## src/rtl/ines_loader.sv

```systemverilog
// iNES cartridge image loader.
// Accepts an image one byte at a time, validates and parses the 16-byte
// header, skips an optional 512-byte trainer, then streams the PRG and CHR
// payloads into their ROM memories as single-cycle write strobes. Exposes
// the mapper configuration (mapper number, last PRG bank, mirroring, CHR-RAM)
// and raises done on a complete load or error on a rejected header.
// Optional feature: define INES_NES2_EN to reject NES 2.0 headers that carry
// mapper bits above 7 or PRG/CHR count MSBs.
module ines_loader #(
    parameter int PRG_MAX_BANKS = 16,
    parameter int CHR_MAX_BANKS = 16
) (
    input  logic        clock,
    input  logic        reset_n,
    input  logic [7:0]  in_data,
    input  logic        in_valid,
    output logic        in_ready,
    output logic [17:0] prg_a,
    output logic [16:0] chr_a,
    output logic [7:0]  mem_d,
    output logic        prg_w,
    output logic        chr_w,
    output logic [7:0]  mapper_num,
    output logic [3:0]  mapper_max,
    output logic        mirror_v,
    output logic        chr_ram,
    output logic        done,
    output logic        error
);

    typedef enum logic [2:0] {
        S_HDR,
        S_TRAIN,
        S_PRG,
        S_CHR,
        S_DONE,
        S_ERR
    } state_t;

    state_t      state;
    logic [3:0]  hdr_idx;
    logic [8:0]  train_cnt;
    logic [17:0] offset;
    logic [7:0]  prg_cnt;
    logic [7:0]  chr_cnt;
    logic        trainer;
`ifdef INES_NES2_EN
    logic        nes2;
    logic        nes2_bad;
`endif

    logic        accept;
    logic [7:0]  magic_byte;
    logic        hdr_bad;
    logic [3:0]  chr_max;
    logic [17:0] prg_last;
    logic [16:0] chr_last;

    assign in_ready = (state != S_DONE) && (state != S_ERR);
    assign accept   = in_valid && in_ready;

    // Last payload offsets: a bank count of 16 becomes index 15 after the
    // 4-bit decrement, so the full 256 KB / 128 KB ranges end exactly at the
    // top address without the offset counter having to wrap.
    assign chr_max  = chr_cnt[3:0] - 4'd1;
    assign prg_last = {mapper_max, 14'h3FFF};
    assign chr_last = {chr_max, 13'h1FFF};

    // Header sanity: at least one PRG bank, and both counts within capacity.
`ifdef INES_NES2_EN
    assign hdr_bad = (prg_cnt == 8'd0)
                  || ({24'd0, prg_cnt} > PRG_MAX_BANKS)
                  || ({24'd0, chr_cnt} > CHR_MAX_BANKS)
                  || nes2_bad;
`else
    assign hdr_bad = (prg_cnt == 8'd0)
                  || ({24'd0, prg_cnt} > PRG_MAX_BANKS)
                  || ({24'd0, chr_cnt} > CHR_MAX_BANKS);
`endif

    // Expected "NES<EOF>" signature byte for header positions 0..3.
    always_comb begin
        magic_byte = 8'h4E;
        case (hdr_idx[1:0])
            2'd0: magic_byte = 8'h4E;
            2'd1: magic_byte = 8'h45;
            2'd2: magic_byte = 8'h53;
            2'd3: magic_byte = 8'h1A;
            default: magic_byte = 8'h4E;
        endcase
    end

    // Load sequencer: header parse, trainer skip, PRG/CHR writes, terminal states.
    always_ff @(posedge clock) begin
        if (!reset_n) begin
            state      <= S_HDR;
            hdr_idx    <= 4'd0;
            train_cnt  <= 9'd0;
            offset     <= 18'd0;
            prg_cnt    <= 8'd0;
            chr_cnt    <= 8'd0;
            trainer    <= 1'b0;
            prg_a      <= 18'd0;
            chr_a      <= 17'd0;
            mem_d      <= 8'd0;
            prg_w      <= 1'b0;
            chr_w      <= 1'b0;
            mapper_num <= 8'd0;
            mapper_max <= 4'd0;
            mirror_v   <= 1'b0;
            chr_ram    <= 1'b0;
            done       <= 1'b0;
            error      <= 1'b0;
`ifdef INES_NES2_EN
            nes2       <= 1'b0;
            nes2_bad   <= 1'b0;
`endif
        end else begin
            prg_w <= 1'b0;
            chr_w <= 1'b0;
            case (state)
                S_HDR: begin
                    if (accept) begin
                        hdr_idx <= hdr_idx + 4'd1;
                        if (hdr_idx < 4'd4 && in_data != magic_byte) begin
                            state <= S_ERR;
                            error <= 1'b1;
                        end
                        case (hdr_idx)
                            4'd4: prg_cnt <= in_data;
                            4'd5: chr_cnt <= in_data;
                            4'd6: begin
                                mirror_v        <= in_data[0];
                                trainer         <= in_data[2];
                                mapper_num[3:0] <= in_data[7:4];
                            end
                            4'd7: begin
                                mapper_num[7:4] <= in_data[7:4];
`ifdef INES_NES2_EN
                                nes2            <= (in_data[3:2] == 2'b10);
`endif
                            end
`ifdef INES_NES2_EN
                            4'd8: if (nes2 && in_data[3:0] != 4'd0) nes2_bad <= 1'b1;
                            4'd9: if (nes2 && in_data != 8'd0) nes2_bad <= 1'b1;
`endif
                            4'd15: begin
                                mapper_max <= prg_cnt[3:0] - 4'd1;
                                if (hdr_bad) begin
                                    state <= S_ERR;
                                    error <= 1'b1;
                                end else begin
                                    state <= trainer ? S_TRAIN : S_PRG;
                                end
                            end
                            default: ;
                        endcase
                    end
                end
                S_TRAIN: begin
                    if (accept) begin
                        train_cnt <= train_cnt + 9'd1;
                        if (train_cnt == 9'd511) state <= S_PRG;
                    end
                end
                S_PRG: begin
                    if (accept) begin
                        prg_w <= 1'b1;
                        prg_a <= offset;
                        mem_d <= in_data;
                        if (offset == prg_last) begin
                            offset <= 18'd0;
                            if (chr_cnt == 8'd0) begin
                                chr_ram <= 1'b1;
                                done    <= 1'b1;
                                state   <= S_DONE;
                            end else begin
                                state <= S_CHR;
                            end
                        end else begin
                            offset <= offset + 18'd1;
                        end
                    end
                end
                S_CHR: begin
                    if (accept) begin
                        chr_w <= 1'b1;
                        chr_a <= offset[16:0];
                        mem_d <= in_data;
                        if (offset[16:0] == chr_last) begin
                            offset <= 18'd0;
                            done   <= 1'b1;
                            state  <= S_DONE;
                        end else begin
                            offset <= offset + 18'd1;
                        end
                    end
                end
                default: ;
            endcase
        end
    end

endmodule

```

## config.mk

```make
export PLATFORM = sky130hd
export DESIGN_NAME = ines_loader
export DESIGN_NICKNAME = d
export VERILOG_FILES = /design/src/rtl/ines_loader.sv
export SDC_FILE = /design/constraint.sdc
export NUM_CORES = 1
export LEC_CHECK = 0
export ABC_AREA = 1
export CAP_MARGIN = 20
export CORE_MARGIN = 10
export CORE_UTILIZATION = 40
export DETAILED_ROUTE_END_ITERATION = 10
export PLACE_DENSITY = 0.69
export SETUP_SLACK_MARGIN = 0.1
export SLEW_MARGIN = 20
export SYNTH_ARGS = -nofsm -noshare
export SYNTH_HDL_FRONTEND = slang
export SYNTH_SLANG_ARGS = --single-unit
```

## constraint.sdc

```tcl
create_clock -name clock -period 1.8 [get_ports clock]
set_clock_uncertainty 0.2 [all_clocks]
set_input_delay 0.18 -clock clock [delete_from_list [all_inputs] [get_ports clock]]
set_output_delay 0.18 -clock clock [all_outputs]
set_load 0.05 [all_outputs]
```

Yosys cells after proc, flatten, opt, wreduce, memory -nomap -nowiden
Cells that the tools add are included.
W data, S select, Z words.
{"block": "op_classes", "n_addsub": 5, "n_lt_le_gt_ge": 3, "eq_ne": 26, "n_mux": 29, "n_reduce_logical": 28}
{"operator": "$mux W18", "count": 4}
{"operator": "$pmux W18 S2", "count": 1}
{"operator": "$mux W3", "count": 11}
{"operator": "$pmux W8 S4", "count": 1}
{"operator": "$add A18 B1 Y18 const B", "count": 1}
{"operator": "$eq A18 B18 Y1", "count": 1}
{"operator": "$reduce_and A3 Y1", "count": 6}
{"operator": "$eq A17 B17 Y1", "count": 1}
{"operator": "$eq A4 B3 Y1 const B", "count": 4}
{"operator": "$gt A8 B5 Y1 const B", "count": 2}
{"operator": "$logic_not A8 Y1", "count": 2}
{"operator": "$ne A2 B2 Y1 const B", "count": 8}
{"operator": "$reduce_and A2 Y1", "count": 7}
{"operator": "$pmux W3 S4", "count": 1}
{"operator": "$add A9 B1 Y9 const B", "count": 1}
{"operator": "$eq A9 B9 Y1 const B", "count": 1}
{"operator": "$mux W1", "count": 9}
{"operator": "$ne A3 B3 Y1 const B", "count": 3}
{"operator": "$reduce_and A9 Y1", "count": 1}
{"operator": "$ne A8 B8 Y1", "count": 1}
{"operator": "$sub A4 B1 Y4 const B", "count": 2}
{"operator": "$eq A3 B2 Y1 const B", "count": 2}
{"operator": "$reduce_and A6 Y1", "count": 1}
{"operator": "$add A4 B1 Y4 const B", "count": 1}
{"operator": "other kinds (15)", "count": 19}
{"block": "word_totals", "reg_bits": 112, "in_bits": 11, "out_inout_bits": 62, "elab_cells": 110}

Longest topological paths before layout
Gate-level depths: netlist (run 1).
{"block": "logic_depth", "ltp_word": 8, "ltp_mapped": 15, "ltp_nobuf": 15}

Worst setup path before layout (run 1)
No wires, ideal clock.
{"block": "synth_timing", "path_kind": "register to register", "from": "register chr_cnt[0]", "to": "register offset[14]", "setup_time_ps": 110, "t_arrival_ps": 1614, "required_time_ps": 1490, "setup_slack_ps": -125, "path_stages_with_launch": 12, "path_buffers": 0, "synth_period_minus_slack_ps": 1925, "cell_sequence": "dfxtp_1 -> inv_1 -> ha_1 -> or2_2 -> nand3_1 -> nand3_1 -> o21ai_2 -> nand3_2 -> nand2_2 -> inv_2 -> nand3_1 -> inv_1"}
{"block": "synth_between", "elab_chain_cells": 5}
{"element": "start: declaration", "line_no": "45", "source": "logic [7:0] chr_cnt;"}
{"element": "start signal: assignment", "line_no": "131", "source": "4'd5: chr_cnt <= in_data;"}
{"element": "$sub A4 B1 Y4", "line_no": "65", "source": "assign chr_max = chr_cnt[3:0] - 4'd1;"}
{"element": "$eq A17 B17 Y1", "line_no": "190", "source": "if (offset[16:0] == chr_last) begin"}
{"element": "$mux W18", "line_no": "190"}
{"element": "$mux W18", "line_no": "186", "source": "if (accept) begin"}
{"element": "$pmux W18 S2", "line_no": "121", "source": "case (state)"}
{"element": "end signal: assignment", "line_no": "181", "source": "offset <= offset + 18'd1;"}
{"element": "end signal: assignment", "line_no": "195", "source": "offset <= offset + 18'd1;"}
{"element": "end: declaration", "line_no": "43", "source": "logic [17:0] offset;"}
No other way between the ends. The select of a mux whose other input is x is not followed.
A chain may end at the register's enable or synchronous reset.

Worst setup path after layout (run 1)
{"block": "layout_timing", "from": "register hdr_idx[1]", "to": "register state[0]"}
{"block": "layout_between", "elab_chain_cells": 6, "elab_cells_between_ends": 14, "cone_classes": "order compare: 1; eq/ne: 6; mux: 4; reduce/logical: 3"}
{"element": "start: declaration", "line_no": "41", "source": "logic [3:0] hdr_idx;"}
{"element": "start signal: assignment", "line_no": "124", "source": "hdr_idx <= hdr_idx + 4'd1;"}
{"element": "$eq A2 B2 Y1, or another cell as far along", "line_no": "84", "source": "case (hdr_idx[1:0])"}
{"element": "$pmux W8 S4", "line_no": "84"}
{"element": "$ne A8 B8 Y1", "line_no": "125", "source": "if (hdr_idx < 4'd4 && in_data != magic_byte) begin"}
{"element": "$logic_and A1 B1 Y1", "line_no": "125"}
{"element": "$ne A3 B3 Y1 (no source line)"}
{"element": "$reduce_and A9 Y1 (no source line)"}
{"element": "end signal: assignment", "line_no": "153", "source": "state <= trainer ? S_TRAIN : S_PRG;"}
{"element": "end: declaration", "line_no": "40", "source": "state_t state;"}
Parallel ways exist; a longest one is shown, timed or not. The select of a mux whose other input is x is not followed.

==> impl_metrics.env, run 1 <==
export IMPL_grt_usage_pct=15.95
export IMPL_fp_dieH_um=131.0
export IMPL_ys_seq_area_share_pct=45.46
export IMPL_fin_nets=848
export IMPL_drt_wl_total_mm=14.65
export IMPL_maxCapViolCount=0
export IMPL_antenna_found_initial=0
export IMPL_muxShareOfSynthArea_pct=0.2029
export IMPL_yosys_area_share_simple_pct=26.03
export IMPL_synth_compound_area_share_pct=15.42
export IMPL_ys_flop_type="dfxtp_1"
export IMPL_synth_top_family_by_area="simple AND/OR/NAND/NOR gates"
export IMPL_dp_hpwl_mm=10.11
export IMPL_first_iter_violations=376
export IMPL_utilization_pct=59.51
export IMPL_yosysWarnings=0
export IMPL_synth_commonest_cells="dfxtp_1, nor2_1, nand2_1, o21ai_0, inv_1"
export IMPL_drc=0
export IMPL_overflow=0
export IMPL_status="complete, but fails checks"
export IMPL_clockRootBuffer="clkbuf_16"
export IMPL_syn_area_mm2=0.004932
export IMPL_synth_edf_count=0
export IMPL_fin_crit_ns=1.968
export IMPL_p_int_w=0.004583
export IMPL_regArea_mm2=0.002276
export IMPL_rows=40
export IMPL_relSlewSlack_pct=70.70
export IMPL_p_sw_share_pct=32.17
export IMPL_synth_xor_area_share_pct=2.308
export IMPL_rrSetupSlack_ns=-0.17
export IMPL_io_buffers=72
export IMPL_layout_setup_ws_ns=-0.1682
export IMPL_synthArstFlopShare_pct=0
export IMPL_clock_path_buffers=2
export IMPL_syn_to_final_growth_pct=45.54
export IMPL_clock_latency_ns=0.36
export IMPL_vias_per_cell=4.998
export IMPL_hold_end="chr_ram"
export IMPL_clk_pin_slew_worst_paths_ns=0.07
export IMPL_antenna_cells=0
export IMPL_worstMarginPinSlew_ns=0.4390
export IMPL_synth_adder_area_share_pct=3.044
export IMPL_synth_top_cell_area_share_pct=45.46
export IMPL_synth_cells=664
export IMPL_gp_congestion=0.8580
export IMPL_detail_route_wl_per_cell_um=14.68
export IMPL_required_ns=1.85
export IMPL_first_global_vias=4610
export IMPL_rr_worst_depth=13
export IMPL_switching_power_w=0.002174
export IMPL_r2r_end="state[0]"
export IMPL_multi_input_area_mm2=0.002670
export IMPL_setup_violations_final=18
export IMPL_violations="setup timing"
export IMPL_synth_area_leader_cell="dfxtp_1"
export IMPL_cts_sinks=112
export IMPL_critPathLaunch="hdr_idx[1]"
export IMPL_grt_max_degree=48
export IMPL_cts_tree="done"
export IMPL_min_path_cells=3
export IMPL_antenna_left=0
export IMPL_hold_viol=0
export IMPL_endpoint_kind="register"
export IMPL_hold_path_class="input pin to register"
export IMPL_critical_path_class="register to register"
export IMPL_ctsHtreeMaxLevel=3
export IMPL_startpoint_type="register"
export IMPL_yosys_register_bits=112
export IMPL_reg2reg_from="hdr_idx[1]"
export IMPL_pwr_share_comb_pct=27.1
export IMPL_synthTopCellsByArea="dfxtp_1, nor2_1, o21ai_0, nand2_1, a21oi_1"
export IMPL_pre_cts_slack_ns=-0.2597
export IMPL_ir_drop_mv=0.5579
export IMPL_layout_drive_gt1_share_pct=35.90
export IMPL_dieArea_mm2=0.01717
export IMPL_design_core_area_mm2=0.01206
export IMPL_power_leakage_nw=3.230
export IMPL_slew_viol_final=0
export IMPL_rsz0062_at_grt="true"
export IMPL_cts_buffers=9
export IMPL_whs_ns=0.1596
export IMPL_post_synth_top_count_cell="dfxtp_1"
export IMPL_cp_arrival_ns=2.02
export IMPL_power_density_mw_per_mm2=941.3
export IMPL_start_util_pct=40.89
export IMPL_max_freq_mhz=508.1
export IMPL_path_max_fanout=5
export IMPL_drtPass1Iterations=5
export IMPL_fillers=1018
export IMPL_ys_types=37
export IMPL_grt_pass1_wl_mm=22.00
export IMPL_syn_area_per_cell_um2=7.428
export IMPL_ios=73
export IMPL_fp_dieW_um=131.0
export IMPL_worstHoldStart="reset_n"
export IMPL_seqPwrFrac_pct=40.8
export IMPL_min_period_over_period_pct=109.3
export IMPL_synth_nets=687
export IMPL_vias=4988
export IMPL_power_share_clock_pct=32.1
-- metal layers --
layer | GRT usage [%] | wire, um | vias up
met5 | 0 | 0 | -
met4 | 7.194 | 288 | 0
met3 | 3.183 | 782 | 18
met2 | 25.71 | 7082 | 133
met1 | 20.16 | 6492 | 2352
li1 | - | - | 2485
-- metrics by stage --
step                      total power, W  area [um2]  TNS (ns)  cells
final                           0.006757        7178    -1.105    998
after global routing            0.007032        7178    -4.555    998
after CTS                       0.006578        6807   -0.7257    984
after detailed placement        0.004311        6355    -14.80    964
after global placement          0.004262        6355    -11.82    964
after floorplan                 0.003703        5039         0    664
-- cells by family after synthesis --
kind of cell / after synthesis
xor+xnor: 13
compound gates: 147
simple gates: 282
mux: 1
buf+inv: 97
flops: 112
fa+ha+maj: 12
-- cell type report --
type                       instances  share of cell area, %
multi-input combinational        455                  37.20
sequential                       112                  31.71
timing repair buffer             174                  19.52
inverter                          73                  4.166
clock buffer                      11                  3.382
tap                              168                  2.928
clock inverter                     5                  1.098
-- power groups by stage --
stage | sequential (W) | clock, W | combinational (W)
floorplan | 0.00296 | 0 | 0.000740
global placement | 0.00276 | 0 | 0.00150
detailed placement | 0.00276 | 0 | 0.00155
CTS | 0.00273 | 0.00220 | 0.00165
global route | 0.00277 | 0.00229 | 0.00197
finish | 0.00276 | 0.00217 | 0.00183
-- worst max-delay path: stages (launching register included) --
cell,delay (ns)
dfxtp_4,0.38
inv_6,0.05
ha_4,0.24
nand3b_1,0.15
nand2_1,0.08
nand2_1,0.05
nor2_1,0.09
nand2_1,0.11
nand2_2,0.12
nand3_2,0.07
nand2_2,0.07
nor2_2,0.05
nor2_1,0.13
nor2_1,0.07
-- cells in the final DEF (no fill, tap or decap), drive strengths merged, types with 3 or more instances in the layout --
master | Yosys | routed
o21ai | 76 | 76
xor2 | 10 | 10
a21oi | 64 | 64
nor3 | 16 | 16
nand3 | 49 | 49
nand2 | 97 | 97
buf | 5 | 164
inv | 73 | 74
ha | 12 | 12
xnor2 | 3 | 3
or2 | 3 | 3
nor3b | 3 | 3
clkdlybuf4s50 | 0 | 8
clkbuf | 19 | 12
nor2 | 106 | 106
dfxtp | 112 | 112
-- flip-flops by register name, indices dropped and copies added, names as in the netlist --
| name | count |
|---|---|
| prg_cnt | 8 |
| state | 3 |
| mirror_v | 1 |
| mapper_max | 4 |
| chr_a | 17 |
| mapper_num | 8 |
| hdr_idx | 4 |
| mem_d | 8 |
| done | 1 |
| train_cnt | 9 |
| prg_w | 1 |
| offset | 18 |
| chr_w | 1 |
| chr_cnt | 8 |
| prg_a | 18 |
| chr_ram | 1 |
| trainer | 1 |
| error | 1 |
-- how the worst max path moves through the flow --
stage                 end  cells past startpoint
6_report         state[0]                     13
3_3_place_gp   offset[16]                     11
2_1_floorplan  offset[14]                     12
3_5_place_dp   offset[13]                     10
5_1_grt          state[0]                     13
4_1_cts         offset[5]                     10
-- what timing repair did --
| item | in CTS | in global routing |
|---|---|---|
| endpoints found under the setup margin | 42 | 102 |
| gates resized for setup | 33 | 71 |
| cloned | 0 | 1 |
| pin swaps | 12 | 28 |
| buffers inserted | 4 | 13 |
| hold buffers | 0 | 0 |
Power figures use the tool's default switching activity.
==> run 2, diff against run 1 <==
--- a/config.mk
+++ b/config.mk
@@ -10,7 +10,7 @@
 export CORE_MARGIN = 10
 export CORE_UTILIZATION = 40
 export DETAILED_ROUTE_END_ITERATION = 10
-export PLACE_DENSITY = 0.69
+export PLACE_DENSITY = 0.67
 export SETUP_SLACK_MARGIN = 0.1
 export SLEW_MARGIN = 20
 export SYNTH_ARGS = -nofsm -noshare
==> constraint.sdc (replaced) <==
create_clock -name clock -period 2.52 [get_ports clock]
set_clock_uncertainty 0.2 [all_clocks]
set_input_delay 0.252 -clock clock [delete_from_list [all_inputs] [get_ports clock]]
set_output_delay 0.252 -clock clock [all_outputs]
set_load 0.05 [all_outputs]
==> run 2 against run 1 <==
The run now ends clean; utilization is 8.4 points lower; via count is 9.1% lower; setup slack better by 0.43 ns; die area stayed put; non-clock buffer count is 87 lower; sequential cell count stayed put; critical path type is now register to output pin; critical endpoint is now in_ready; largest power group unchanged.
==> impl_metrics.env, run 2 (synthesized netlist as in run 1, its figures left out) <==
export IMPL_hold_path_class="input pin to register"
export IMPL_io_buffers=72
export IMPL_antenna_found_initial=0
export IMPL_cts_sinks=112
export IMPL_top_regs="offset x18, prg_a x18, chr_a x17"
export IMPL_grt_usage_pct=15.18
export IMPL_critical_path_class="register to output pin"
export IMPL_vias_per_cell=4.978
export IMPL_overflow=0
export IMPL_first_global_vias=4270
export IMPL_clock_latency_ns=0.36
export IMPL_clock_path_buffers=2
export IMPL_fp_dieW_um=131.0
export IMPL_first_iter_violations=412
export IMPL_status="completed"
export IMPL_cp_arrival_ns=1.80
export IMPL_detail_route_wl_per_cell_um=14.04
export IMPL_drtPass1Iterations=5
export IMPL_stdcell_area_mm2=0.006162
export IMPL_grt_max_degree=52
export IMPL_gp_congestion=0.9054
export IMPL_r2r_end="state[1]"
export IMPL_rows=40
export IMPL_clk_pin_slew_worst_paths_ns=0.07
export IMPL_rsz0062_at_grt="false"
export IMPL_start_util_pct=40.89
export IMPL_reg2reg_from="hdr_idx[0]"
export IMPL_fin_nets=761
export IMPL_rr_worst_depth=13
export IMPL_critPathLaunch="state[1]"
export IMPL_cts_buffers=9
export IMPL_fin_crit_ns=2.253
export IMPL_power_density_mw_per_mm2=699.6
export IMPL_required_ns=2.07
export IMPL_fin_setup_tns_ns=0
export IMPL_antenna_cells=0
export IMPL_relSlewSlack_pct=64.17
export IMPL_vias=4535
export IMPL_worstMarginPinSlew_ns=0.5359
export IMPL_ios=73
export IMPL_syn_to_final_growth_pct=24.94
export IMPL_layout_drive_gt1_share_pct=8.479
export IMPL_dp_hpwl_mm=9.671
export IMPL_rrSetupSlack_ns=0.36
export IMPL_path_max_fanout=5
export IMPL_antenna_left=0
export IMPL_endpoint_kind="output pin"
export IMPL_maxCapViolCount=0
export IMPL_ir_drop_mv=0.3008
export IMPL_grt_pass1_wl_mm=20.82
export IMPL_max_freq_mhz=443.8
export IMPL_drc=0
export IMPL_cts_tree="done"
export IMPL_slew_viol_final=0
export IMPL_pre_cts_slack_ns=0.2770
export IMPL_hold_viol=0
export IMPL_placed_area_mm2=0.005873
export IMPL_startpoint_type="register"
export IMPL_most_common_layout_cells="dfxtp_1, nor2_1, nand2_1, clkdlybuf4s50_1, o21ai_0"
export IMPL_layout_setup_ws_ns=0.2668
export IMPL_drt_wl_total_mm=12.79
export IMPL_setup_worst_path_end="in_ready"
export IMPL_power_leakage_nw=2.524
export IMPL_clockRootBuffer="clkbuf_16"
export IMPL_fp_dieH_um=131.0
export IMPL_design_core_area_mm2=0.01206
export IMPL_ctsHtreeMaxLevel=3
export IMPL_setup_violations_final=0
export IMPL_final_common_cell="dfxtp_1"
export IMPL_dieArea_mm2=0.01717
export IMPL_min_period_over_period_pct=89.41
export IMPL_holdBufCountCts=0
==> run 2: changes by cell type in the layout (fill, tap and decap cells not counted), moves of 9 or more <==
cell and change:
buf_4 -138, clkdlybuf4s50_1 +63, dfxtp_1 +17, nand3_1 +14, inv_1 +13, nand3_2 -13
nor2_1 +13, dfxtp_2 -12, nand2_1 +12, nor2_4 -10, nand2_2 -9
==> run 2: what timing repair did <==
| action | in CTS | in global routing |
|---|---|---|
| setup buffers | 0 | 0 |
| endpoints found under the setup margin | 0 | 3 |
| gates resized for setup | 0 | 1 |
==> run 2: how the worst min path moves through the flow <==
| stage | from | end | slack [ns] | cells past startpoint |
|---|---|---|---|---|
| floorplan | in_data[5] | chr_cnt[5] | 0.19 | 2 |
| global placement | prg_cnt[0] | mapper_max[0] | 0.23 | 1 |
| detailed placement | prg_cnt[5] | prg_cnt[5] | 0.25 | 2 |
| CTS | reset_n | state[2] | 0.16 | 4 |
| global route | reset_n | state[2] | 0.20 | 4 |
| finish | reset_n | state[2] | 0.17 | 4 |
==> run 2: final cells by class <==
cell class,count,area [um2]
fillers,1174,5899
repair buffers,87,828.3
flip-flops and latches,112,2242
multi-input cells,455,2318
inverters,73,274.0
well taps,168,210.2
clock buffers,10,229.0
clock inverters,6,60.06
==> run 2: worst max-delay path: stages (launching register included) <==
cell,delay (ns)
dfxtp_1,0.40
inv_2,0.10
nand2_1,0.12
clkdlybuf4s50_1,0.82
==> run 2: power by group <==
part	switching [W]	internal [W]
logic	0.000663	0.000301
clock network	0.000654	0.000767
registers	0.0000688	0.00186
total	0.00139	0.00293
==> run 2: metrics by stage <==
stage          hold WS [ns]  std cells  power, W  util [%]
2_1_floorplan        0.1869        664  0.002620         -
3_5_place_dp         0.2465        895  0.002922     48.69
4_1_cts              0.1609        911  0.004336     51.09
6_report             0.1692        911  0.004311     51.09
3_3_place_gp         0.2277        895  0.002900     48.69
5_1_grt              0.1966        911  0.004526     51.09
==> run 2: layer usage <==
metal	global-route usage [%]	routed length [um]	vias to the layer above
met5	0	0	-
met4	8.764	354	0
met3	2.458	754	25
met2	24.32	5870	112
met1	18.94	5812	2094
li1	-	-	2304
==> run 3, diff against run 2 <==
--- a/config.mk
+++ b/config.mk
@@ -8,9 +8,9 @@
 export ABC_AREA = 1
 export CAP_MARGIN = 20
 export CORE_MARGIN = 10
-export CORE_UTILIZATION = 40
+export CORE_UTILIZATION = 49
 export DETAILED_ROUTE_END_ITERATION = 10
-export PLACE_DENSITY = 0.67
+export PLACE_DENSITY = 0.81
 export SETUP_SLACK_MARGIN = 0.1
 export SLEW_MARGIN = 20
 export SYNTH_ARGS = -nofsm -noshare
==> constraint.sdc (replaced) <==
create_clock -name clock -period 1.8 [get_ports clock]
set_clock_uncertainty 0.2 [all_clocks]
set_input_delay 0.18 -clock clock [delete_from_list [all_inputs] [get_ports clock]]
set_output_delay 0.18 -clock clock [all_outputs]
set_load 0.05 [all_outputs]
==> run 3 against run 2 <==
The run now ends with setup timing left; non-clock buffer count increased by 105; sequential cell count unchanged; utilization is 23 points higher; clock-buffer cell count is 1 lower; critical path depth is 12 higher; register-to-register slack got worse by 0.82 ns; combinational power up 120%; final area rose by 18%; setup slack worse by 0.73 ns; die area decreased by 16%; critical endpoint is now state[0]; largest cell class unchanged.
==> impl_metrics.env, run 3 (synthesized netlist as in run 1, its figures left out) <==
export IMPL_status="complete, but fails checks"
export IMPL_violations="setup timing"
export IMPL_antenna_found_initial=0
export IMPL_fp_dieW_um=120.3
export IMPL_hold_viol=0
export IMPL_rsz0062_at_grt="true"
export IMPL_final_common_cell="buf_4"
export IMPL_syn_to_final_growth_pct=46.91
export IMPL_first_iter_violations=589
export IMPL_drc=0
export IMPL_met3_usage_pct=4.560
export IMPL_power_leakage_nw=3.259
export IMPL_worstMarginPinSlew_ns=0.3881
export IMPL_vias=5542
export IMPL_placed_area_mm2=0.006314
export IMPL_power_density_mw_per_mm2=877.3
export IMPL_fin_nets=866
export IMPL_clk_pin_slew_worst_paths_ns=0.11
export IMPL_drt_wl_total_mm=17.78
export IMPL_path_max_fanout=4
export IMPL_cp_arrival_ns=2.38
export IMPL_required_ns=1.92
export IMPL_grt_util_met2_pct=34.94
export IMPL_dp_hpwl_mm=9.833
export IMPL_gp_congestion=0.8943
export IMPL_antenna_cells=0
export IMPL_endpoint_kind="register"
export IMPL_slew_viol_final=0
export IMPL_vias_per_cell=5.649
export IMPL_startpoint_type="register"
export IMPL_cts_tree="done"
export IMPL_max_freq_mhz=442.6
export IMPL_multi_input_area_mm2=0.002734
export IMPL_power_w=0.006356
export IMPL_fin_crit_ns=2.259
export IMPL_whs_ns=0.1595
export IMPL_hold_path_class="input pin to register"
export IMPL_use_met1_pct=22.01
export IMPL_drtPass1Iterations=5
export IMPL_grt_usage_pct=19.33
export IMPL_setup_violations_final=32
export IMPL_rows=36
export IMPL_cts_buffers=9
export IMPL_stdcell_count=981
export IMPL_grt_max_degree=70
export IMPL_ir_drop_mv=0.7349
export IMPL_ios=73
export IMPL_stdcell_area_mm2=0.007246
export IMPL_regArea_mm2=0.002272
export IMPL_first_global_vias=4917
export IMPL_clockRootBuffer="clkbuf_8"
export IMPL_most_common_layout_cells="buf_4, dfxtp_1, nand2_1, nor2_1, a21oi_1"
export IMPL_overflow=0
export IMPL_antenna_left=0
export IMPL_maxCapViolCount=0
export IMPL_layout_drive_gt1_share_pct=38.56
export IMPL_design_core_area_mm2=0.009774
export IMPL_fillers=634
export IMPL_clock_latency_ns=0.39
export IMPL_relSlewSlack_pct=73.89
export IMPL_fp_dieH_um=120.3
export IMPL_start_util_pct=50.46
export IMPL_top_usage_layer="met2"
export IMPL_critical_path_class="register to register"
export IMPL_min_period_over_period_pct=125.5
export IMPL_cts_sinks=112
export IMPL_clock_path_buffers=2
export IMPL_ctsHtreeMaxLevel=3
export IMPL_grt_pass1_wl_mm=23.49
export IMPL_io_buffers=72
export IMPL_top_regs="offset x18, prg_a x18, chr_a x17"
export IMPL_layout_setup_ws_ns=-0.4592
export IMPL_dieArea_mm2=0.01448
export IMPL_detail_route_wl_per_cell_um=18.13
export IMPL_post_place_cells=926
run 3: changes by cell type in the layout (fill, tap and decap cells not counted), sizes merged:
cell,delta
clkinv,-1
bufinv,-1
dlymetal6s2s,+1
clkinvlp,-1
inv,+4
dlygate4sd3,+1
buf,+165
clkdlybuf4s50,-63
run 3: cell type report:
type	instances	area share, %
clock buffer	9	1.710
inverter	73	4.093
clock inverter	7	0.7253
sequential	112	31.36
tap	133	2.297
multi-input combinational	455	37.73
timing repair buffer	192	22.09
run 3: through the flow:
step | setup WS [ns] | TNS (ns) | util, %
3_3_place_gp | -0.2142 | -10.23 | 64.59
5_1_grt | -0.4896 | -8.517 | 74.13
2_1_floorplan | 0.05870 | 0 | -
3_5_place_dp | -0.3043 | -14.83 | 64.59
6_report | -0.4592 | -5.450 | 74.13
4_1_cts | -0.1496 | -1.512 | 69.74
run 3: path summary, 6_finish.rpt:
path / start / to / slack (ns) / cells past startpoint
max reg2reg: hdr_idx[0] / state[0] / -0.46 / 15
max: hdr_idx[0] / state[0] / -0.46 / 15
min reg2reg: prg_cnt[6] / prg_cnt[6] / 0.26 / 2
min: in_valid / state[1] / 0.16 / 5
run 3: worst max-delay path, cell delays in order (launching register included):
cell and delay, ns:
dfxtp_2 0.39, inv_4 0.06, ha_1 0.22, inv_1 0.11
o21ai_0 0.15, nand2_1 0.10, nand2_1 0.07, nor2_1 0.18
nand2_1 0.13, nand2_2 0.11, nand2_2 0.07, nand2_2 0.06
nand2_2 0.08, nand3_1 0.10, nand2_1 0.07, nor2_1 0.09
run 3: timing repair:
action,4_1_cts,5_1_grt
hold buffers,1,0
setup buffers,19,17
resized for setup,60,74
endpoints found under the hold margin,4,0
pin swaps,20,39
endpoints found under the setup margin,54,92
cloned,2,1
run 3: where the power goes:
part | internal (W) | switching (W)
Combinational | 0.000879 | 0.00129
Clock | 0.000520 | 0.000915
Sequential | 0.00262 | 0.000135
run 3: metal layers:
metal | routed length (um) | share of wire, %
met5 | 0 | 0
met4 | 887 | 5.0
met3 | 1357 | 7.6
met1 | 6643 | 37
met2 | 8892 | 50
